## src/rtl/voicemail_controller.sv

```systemverilog
// Voicemail controller: records 16-bit audio samples into a slotted message store and
// plays them back. It decodes voicemail_command and reports voicemail_status, and it owns
// the message table (per-entry lengths, logical-to-physical slot order) and delete compaction.
//
// Optional feature macro: VM_CALLER_ID_EN stores phn_num per physical slot at record
// start. When the macro is undefined, msg_phn_num is tied to zero.
//
// Ports:
//   clk, reset (async, active-high)
//   voicemail_command  level command: 0 NOP, 1 REC, 2 STOP, 3 PLAY, 4 DELETE
//   msg_sel            logical message index for PLAY/DELETE
//   phn_num            caller number latched at REC start
//   cf_present         CF card detected
//   ready / din        8 kHz sample strobe / sample to record
//   dout               playback sample
//   voicemail_status   0 NOCARD, 1 IDLE, 2 REC, 3 PLAY, 4 BUSY, 5 FULL, 6 EMPTY
//   msg_count          number of stored messages
//   overrun            sticky dropped-sample flag, cleared by the next accepted command
//   msg_phn_num        caller number of msg_sel
//   mem_req/mem_we/mem_addr/mem_wdata   memory request port ({phys_slot, offset})
//   mem_rdata/mem_ack                   read data and one-cycle completion
module voicemail_controller #(
    parameter int unsigned MAX_MSGS  = 8,
    parameter int unsigned MSG_WORDS = 4096,
    parameter int unsigned IDX_W     = 3,
    parameter int unsigned OFF_W     = 12
) (
    input  logic                   clk,
    input  logic                   reset,
    input  logic [3:0]             voicemail_command,
    input  logic [IDX_W-1:0]       msg_sel,
    input  logic [7:0]             phn_num,
    input  logic                   cf_present,
    input  logic                   ready,
    input  logic [15:0]            din,
    output logic [15:0]            dout,
    output logic [3:0]             voicemail_status,
    output logic [IDX_W:0]         msg_count,
    output logic                   overrun,
    output logic [7:0]             msg_phn_num,
    output logic                   mem_req,
    output logic                   mem_we,
    output logic [IDX_W+OFF_W-1:0] mem_addr,
    output logic [15:0]            mem_wdata,
    input  logic [15:0]            mem_rdata,
    input  logic                   mem_ack
);
    localparam int unsigned LEN_W = OFF_W + 1;
    localparam int unsigned CNT_W = IDX_W + 1;
    localparam int unsigned ADR_W = IDX_W + OFF_W;

    localparam logic [3:0] CMD_NOP = 4'd0, CMD_REC = 4'd1, CMD_STOP = 4'd2,
                           CMD_PLAY = 4'd3, CMD_DEL = 4'd4;
    localparam logic [3:0] ST_NOCARD = 4'd0, ST_IDLE = 4'd1, ST_REC = 4'd2, ST_PLAY = 4'd3,
                           ST_BUSY = 4'd4, ST_FULL = 4'd5, ST_EMPTY = 4'd6;
    localparam logic [OFF_W-1:0] OFF_MAX = OFF_W'(MSG_WORDS - 1);

    typedef enum logic [2:0] {S_NOCARD, S_IDLE, S_REC, S_PLAY, S_DEL} state_t;

    state_t             state_q, state_d;
    logic [3:0]         cmd_q, cmd_prev_q;
    logic [IDX_W-1:0]   slot_q, slot_d;
    logic [OFF_W-1:0]   off_q, off_d;
    logic [LEN_W-1:0]   left_q, left_d;
    logic [IDX_W-1:0]   del_idx_q, del_idx_d;
    logic [IDX_W-1:0]   freed_q, freed_d;
    logic [IDX_W-1:0]   order_q [MAX_MSGS];
    logic [IDX_W-1:0]   order_d [MAX_MSGS];
    logic [LEN_W-1:0]   len_q [MAX_MSGS];
    logic [LEN_W-1:0]   len_d [MAX_MSGS];
    logic [CNT_W-1:0]   count_q, count_d;
    logic [3:0]         status_q, status_d;
    logic               overrun_q, overrun_d;
    logic [15:0]        dout_q, dout_d;
    logic               mem_req_q, mem_req_d;
    logic               mem_we_q, mem_we_d;
    logic [ADR_W-1:0]   mem_addr_q, mem_addr_d;
    logic [15:0]        mem_wdata_q, mem_wdata_d;

    logic               fire, ack, can_issue, drop, accepted, rec_start;
    logic [OFF_W-1:0]   off_inc, off_nx;
    logic [LEN_W-1:0]   left_nx, stop_len;
    logic [3:0]         sticky;

    // Next-state, table update and memory-port logic
    always_comb begin
        // A command fires once, on the cycle after the input moves to a new nonzero code
        fire      = (cmd_q != cmd_prev_q) && (cmd_q != CMD_NOP);
        ack       = mem_ack && mem_req_q;
        can_issue = ready && (!mem_req_q || ack);
        drop      = ready && mem_req_q && !mem_ack;
        off_inc   = (off_q == OFF_MAX) ? off_q : off_q + 1'b1;
        off_nx    = ack ? off_inc : off_q;
        left_nx   = ack ? left_q - 1'b1 : left_q;
        stop_len  = LEN_W'(off_q) + LEN_W'(ack);

        state_d     = state_q;
        slot_d      = slot_q;
        off_d       = off_q;
        left_d      = left_q;
        del_idx_d   = del_idx_q;
        freed_d     = freed_q;
        order_d     = order_q;
        len_d       = len_q;
        count_d     = count_q;
        overrun_d   = overrun_q;
        dout_d      = dout_q;
        mem_req_d   = mem_req_q;
        mem_we_d    = mem_we_q;
        mem_addr_d  = mem_addr_q;
        mem_wdata_d = mem_wdata_q;
        accepted    = 1'b0;
        rec_start   = 1'b0;
        sticky      = ST_NOCARD;

        if (!cf_present) begin
            // Card removal aborts any transfer; the table is left as it stands
            state_d   = S_NOCARD;
            mem_req_d = 1'b0;
            mem_we_d  = 1'b0;
            dout_d    = '0;
        end else begin
            case (state_q)
                S_NOCARD: state_d = S_IDLE;
                S_IDLE: begin
                    if (fire) begin
                        case (cmd_q)
                            CMD_REC: begin
                                accepted = 1'b1;
                                if (count_q == CNT_W'(MAX_MSGS)) begin
                                    sticky = ST_FULL;
                                end else begin
                                    state_d   = S_REC;
                                    slot_d    = order_q[count_q[IDX_W-1:0]];
                                    off_d     = '0;
                                    rec_start = 1'b1;
                                end
                            end
                            CMD_PLAY: begin
                                accepted = 1'b1;
                                if (CNT_W'(msg_sel) >= count_q) begin
                                    sticky = ST_EMPTY;
                                end else begin
                                    state_d = S_PLAY;
                                    slot_d  = order_q[msg_sel];
                                    off_d   = '0;
                                    left_d  = len_q[msg_sel];
                                end
                            end
                            CMD_DEL: begin
                                accepted = 1'b1;
                                if (CNT_W'(msg_sel) >= count_q) begin
                                    sticky = ST_EMPTY;
                                end else begin
                                    state_d   = S_DEL;
                                    del_idx_d = msg_sel;
                                    freed_d   = order_q[msg_sel];
                                end
                            end
                            default: ;
                        endcase
                    end
                end
                S_REC: begin
                    if (ack) off_d = off_inc;
                    if (ack && off_q == OFF_MAX) begin
                        // Slot filled: close the message at full length
                        len_d[count_q[IDX_W-1:0]] = LEN_W'(MSG_WORDS);
                        count_d   = count_q + 1'b1;
                        state_d   = S_IDLE;
                        mem_req_d = 1'b0;
                        mem_we_d  = 1'b0;
                    end else if (fire && cmd_q == CMD_STOP) begin
                        accepted = 1'b1;
                        if (stop_len != '0) begin
                            len_d[count_q[IDX_W-1:0]] = stop_len;
                            count_d = count_q + 1'b1;
                        end
                        state_d   = S_IDLE;
                        mem_req_d = 1'b0;
                        mem_we_d  = 1'b0;
                    end else if (can_issue) begin
                        mem_req_d   = 1'b1;
                        mem_we_d    = 1'b1;
                        mem_addr_d  = {slot_q, off_nx};
                        mem_wdata_d = din;
                    end else if (ack) begin
                        mem_req_d = 1'b0;
                        mem_we_d  = 1'b0;
                    end
                end
                S_PLAY: begin
                    if (ack) begin
                        dout_d = mem_rdata;
                        off_d  = off_inc;
                        left_d = left_nx;
                    end
                    if (fire && cmd_q == CMD_STOP) begin
                        accepted  = 1'b1;
                        dout_d    = '0;
                        state_d   = S_IDLE;
                        mem_req_d = 1'b0;
                    end else if (!mem_req_q && left_q == '0) begin
                        // Last sample was shown for one cycle; finish
                        dout_d  = '0;
                        state_d = S_IDLE;
                    end else if (can_issue && left_nx != '0) begin
                        mem_req_d  = 1'b1;
                        mem_we_d   = 1'b0;
                        mem_addr_d = {slot_q, off_nx};
                    end else if (ack) begin
                        mem_req_d = 1'b0;
                    end
                end
                S_DEL: begin
                    // One table entry per cycle; the freed slot lands in the last used entry
                    if (CNT_W'(del_idx_q) == count_q - 1'b1) begin
                        order_d[del_idx_q] = freed_q;
                        len_d[del_idx_q]   = '0;
                        count_d            = count_q - 1'b1;
                        state_d            = S_IDLE;
                    end else begin
                        order_d[del_idx_q] = order_q[del_idx_q + 1'b1];
                        len_d[del_idx_q]   = len_q[del_idx_q + 1'b1];
                        del_idx_d          = del_idx_q + 1'b1;
                    end
                end
                default: state_d = S_NOCARD;
            endcase
            if (accepted) overrun_d = 1'b0;
            if (drop && (state_q == S_REC || state_q == S_PLAY)) overrun_d = 1'b1;
        end

        // FULL/EMPTY hold in IDLE until another command is accepted
        if (sticky != ST_NOCARD) begin
            status_d = sticky;
        end else if (state_d == S_IDLE && !accepted &&
                     (status_q == ST_FULL || status_q == ST_EMPTY)) begin
            status_d = status_q;
        end else begin
            case (state_d)
                S_IDLE:  status_d = ST_IDLE;
                S_REC:   status_d = ST_REC;
                S_PLAY:  status_d = ST_PLAY;
                S_DEL:   status_d = ST_BUSY;
                default: status_d = ST_NOCARD;
            endcase
        end
    end

    // State and output registers
    always_ff @(posedge clk or posedge reset) begin
        if (reset) begin
            state_q     <= S_NOCARD;
            cmd_q       <= CMD_NOP;
            cmd_prev_q  <= CMD_NOP;
            slot_q      <= '0;
            off_q       <= '0;
            left_q      <= '0;
            del_idx_q   <= '0;
            freed_q     <= '0;
            for (int i = 0; i < int'(MAX_MSGS); i++) begin
                order_q[i] <= IDX_W'(i);
                len_q[i]   <= '0;
            end
            count_q     <= '0;
            status_q    <= ST_NOCARD;
            overrun_q   <= 1'b0;
            dout_q      <= '0;
            mem_req_q   <= 1'b0;
            mem_we_q    <= 1'b0;
            mem_addr_q  <= '0;
            mem_wdata_q <= '0;
        end else begin
            state_q     <= state_d;
            cmd_q       <= voicemail_command;
            cmd_prev_q  <= cmd_q;
            slot_q      <= slot_d;
            off_q       <= off_d;
            left_q      <= left_d;
            del_idx_q   <= del_idx_d;
            freed_q     <= freed_d;
            order_q     <= order_d;
            len_q       <= len_d;
            count_q     <= count_d;
            status_q    <= status_d;
            overrun_q   <= overrun_d;
            dout_q      <= dout_d;
            mem_req_q   <= mem_req_d;
            mem_we_q    <= mem_we_d;
            mem_addr_q  <= mem_addr_d;
            mem_wdata_q <= mem_wdata_d;
        end
    end

`ifdef VM_CALLER_ID_EN
    // Caller numbers live per physical slot, so they follow the order table implicitly
    logic [7:0] phn_q [MAX_MSGS];
    logic [7:0] msg_phn_num_q;

    always_ff @(posedge clk or posedge reset) begin
        if (reset) begin
            for (int i = 0; i < int'(MAX_MSGS); i++) phn_q[i] <= '0;
            msg_phn_num_q <= '0;
        end else begin
            if (rec_start) phn_q[slot_d] <= phn_num;
            msg_phn_num_q <= (CNT_W'(msg_sel) < count_q) ? phn_q[order_q[msg_sel]] : 8'h00;
        end
    end
    assign msg_phn_num = msg_phn_num_q;
`else
    logic unused_caller_id;
    assign unused_caller_id = ^{phn_num, rec_start};
    assign msg_phn_num      = 8'h00;
`endif

    assign dout             = dout_q;
    assign voicemail_status = status_q;
    assign msg_count        = count_q;
    assign overrun          = overrun_q;
    assign mem_req          = mem_req_q;
    assign mem_we           = mem_we_q;
    assign mem_addr         = mem_addr_q;
    assign mem_wdata        = mem_wdata_q;
endmodule

```

## config.mk

```make
export PLATFORM = sky130hd
export DESIGN_NAME = voicemail_controller
export DESIGN_NICKNAME = d
export VERILOG_FILES = /design/src/rtl/voicemail_controller.sv
export SDC_FILE = /design/constraint.sdc
export NUM_CORES = 1
export LEC_CHECK = 0
export CAP_MARGIN = 20
export CORE_UTILIZATION = 40
export DETAILED_ROUTE_END_ITERATION = 10
export PLACE_DENSITY = 0.59
export SYNTH_ARGS = -nofsm -noshare
export SYNTH_HDL_FRONTEND = slang
export SYNTH_SLANG_ARGS = --single-unit
```

## constraint.sdc

```tcl
create_clock -name clk -period 8.05 [get_ports clk]
set_input_delay 1.61 -clock clk [delete_from_list [all_inputs] [get_ports clk]]
set_output_delay 1.61 -clock clk [all_outputs]
set_load 0.01 [all_outputs]
```

==> qor.csv <==
metric,value,unit
CTS Hold Buffers Added,0,
GPL Wtd Cong,0.957,
TritonCTS Sinks,230,
Worst Path Max Fanout,13,
leading area contributor after synthesis,dfrtp_1,
I/O Pins,118,
Site Rows,70,
routed wl met3,5270,um
"Hold Violations, Final",0,
Yosys cell types,88,
Die ar.,38100,um2
"top cells by count, synth","218 x dfrtp_1, 137 x nand2_1, 127 x nor2_1, 93 x a21oi_1",
post-DR wirelength/cell,25.9,um
Setup WS pre-CTS,1.70,ns
Root Driver,clkbuf_16,
RSZ-0062 raised after global routing,no,
Tcrit/Tclk final,73.1,%
syn_area_per_cell,9.97,um2
Rel. slew slack,17.8,%
Synth Warn #,0,
sequential share of power,39.9,%
TNS Setup,0,ns
Worst-path clk slew,0.06,ns
met1 wire length,21800,um
clk buf depth,3,
"Top FF cell, synth",dfrtp_1,
Hold WC Path Type,reg -> reg,
diodes inserted,0,
DR pass1 iterations,7,
initial antenna violation count,0,
vias per cell,6.62,
vias in the first global route,13200,
most common cell in the synthesized netlist,dfrtp_1,
share of cells above drive strength 1,17.2,%
Mapped Cells,1498,
Final Critical Period,5.89,ns
grt total ovfl,0,
min setup slack post-route,2.16,ns
Switch Pwr,956,uW
clock network power share,41.3,%
Inst Count DP,1979,
first-pass GRT wire length,80900,um
starting density of the core,40.7,%
Final ANT Viol Nets,0,
P_leak,6.88,nW
Die X,195,um
dominant cells by area after synthesis,"dfrtp_1 37%, mux4_2 9.8%, mux2_2 5.7%",
DR top layer,met4,
Total GRT Usage,27.6,%
Layout Nets,1610,
Worst setup EP type,flip-flop,
Routed WL,52700,um
Post-CTS Setup Bufs,0,
TritonCTS Buffers,28,
sequential share of the synthesized area,38.6,%
CTS tree,done,
Slew @ Worst Pin,1.23,ns
total power,3.16,mW
Peak supply drop,162,uV
Post-DP HPWL,35100,um
Yosys reg bits,230,
# resized after CTS,0,
Post-Layout Cell Count,2033,
Cell Pwr Density,184,nW/um2
Met2 Wirelength,22900,um
DIE HEIGHT,195,um
final setup fails,0,
"Async S/R FF share, synth",100,%
Hold Slack,0.465,ns
Iter 0 DRT Violations,1370,
fin. max-slew vios,0,
post-synth top area share,36.5,%
status,finished clean,
drc violations,0,
count of flip-flops with a built-in enable after synthesis,0,
Setup CP Type,in -> reg,
Core Area,36700,um2
CP startpoint kind,input pin,
largest net degree at the start of global routing,99,
Gate power share,18.8,%
vias post-DR,13500,
Max-Cap Viols,0,
"Req. time, crit path",8.46,ns
"Arr. time, crit path",6.29,ns
Clock Latency Late Sink,0.58,ns
Clock Skew,0.0246,ns
H-tree levels,1,
Mapped Area,14900,um2
P_int,2.20,mW
switch share,30.3,%
PortBufs,100,
Max Fclk,0.170,GHz
Synth-to-Final Area Change,14.9,%
-- cells in the final DEF (no fill, tap or decap), types with 8 or more instances in the layout --
master           count
a21oi_1             93
a221oi_1            20
a22o_1              23
a22oi_1             82
a31oi_1             20
and3_1              11
buf_4               30
clkbuf_16           29
clkdlybuf4s50_1     99
conb_1               9
dfrtp_1            217
dfstp_2             12
ha_1                10
inv_1               21
mux2_2              75
mux2i_1             15
mux4_2              65
nand2_1            136
nand3_1             49
nand4_1             14
nor2_1             127
nor3_1              41
nor3b_1              8
o21ai_0             52
o21ai_1              8
o2bb2ai_1           82
o31ai_1             14
or3_1               12
xnor2_1             22
xor2_1              14
-- stage by stage --
| step | area (um2) | utilization, % |
|---|---|---|
| 3_5_place_dp | 16200 | 44.1 |
| 3_3_place_gp | 16200 | 44.1 |
| 2_1_floorplan | 15000 | - |
| 4_1_cts | 17100 | 46.6 |
| 5_1_grt | 17200 | 46.8 |
| 6_report | 17200 | 46.8 |
-- layout make-up --
class | instances | area [um2]
Sequential cell | 230 | 5770
Timing Repair Buffer | 132 | 1240
Fill cell | 3392 | 19500
Clock inverter | 8 | 92.6
Inverter | 23 | 93.8
Multi-Input combinational cell | 1132 | 8530
Tap cell | 468 | 586
Clock buffer | 40 | 837
-- power groups by stage --
stage                     Clock [mW]  Sequential, mW  Combinational [mW]
after floorplan                    0            1.27               0.359
after global routing            1.37            1.27               0.625
after global placement             0            1.28               0.578
final                           1.30            1.26               0.594
after detailed placement           0            1.28               0.582
after CTS                       1.32            1.26               0.583
-- path summary, 6_finish.rpt --
check                           depth (start not counted)      endpoint  startpoint  slack, ns
min in group asynchronous                               2  del_idx_q[1]       reset       1.56
worst min-delay path                                    2       dout[6]     dout[6]       0.47
worst max-delay path                                   12     len_q[67]     mem_ack       2.16
worst min register to register                          2       dout[6]     dout[6]       0.47
max in group asynchronous                               3  mem_wdata[5]       reset       4.97
worst max register to register                         11     len_q[67]     mem_req       3.29
-- worst max-delay path, stage by stage --
cell	delay (ns)
clkdlybuf4s50_1	0.59
nand2_1	0.20
inv_1	0.22
ha_1	0.28
ha_1	0.48
xor2_1	0.40
nor3_1	0.25
nand4_1	0.11
or4_1	0.63
o21ai_2	0.55
or3_1	0.78
o2bb2ai_1	0.18
-- per-layer routing --
metal  vias to the layer above  GRT usage [%]
met5                         -              0
met1                      6691           36.4
met3                       169           7.12
met4                         0           13.1
met2                       780           42.3
li1                       5823              -
-- cells by family after synthesis --
kind of cell | Yosys count | share of synthesized area (%)
compound gates | 464 | 22.4
xor+xnor | 38 | 2.37
fa+ha+maj | 11 | 0.922
buf+inv | 144 | 4.56
flops | 230 | 38.6
mux | 158 | 16.7
other cells | 1 | 0.0251
simple gates | 452 | 14.4
-- flip-flops by register name, summed over array words and instances (netlist names) --
signal / cells
slot_q: 3
msg_count: 4
mem_we: 1
order_q: 24
mem_addr: 15
voicemail_status: 3
state_q: 3
overrun: 1
dout: 16
cmd_prev_q: 4
freed_q: 3
mem_wdata: 16
len_q: 104
cmd_q: 4
off_q: 12
del_idx_q: 3
left_q: 13
mem_req: 1
Power figures use the tool's default switching activity.
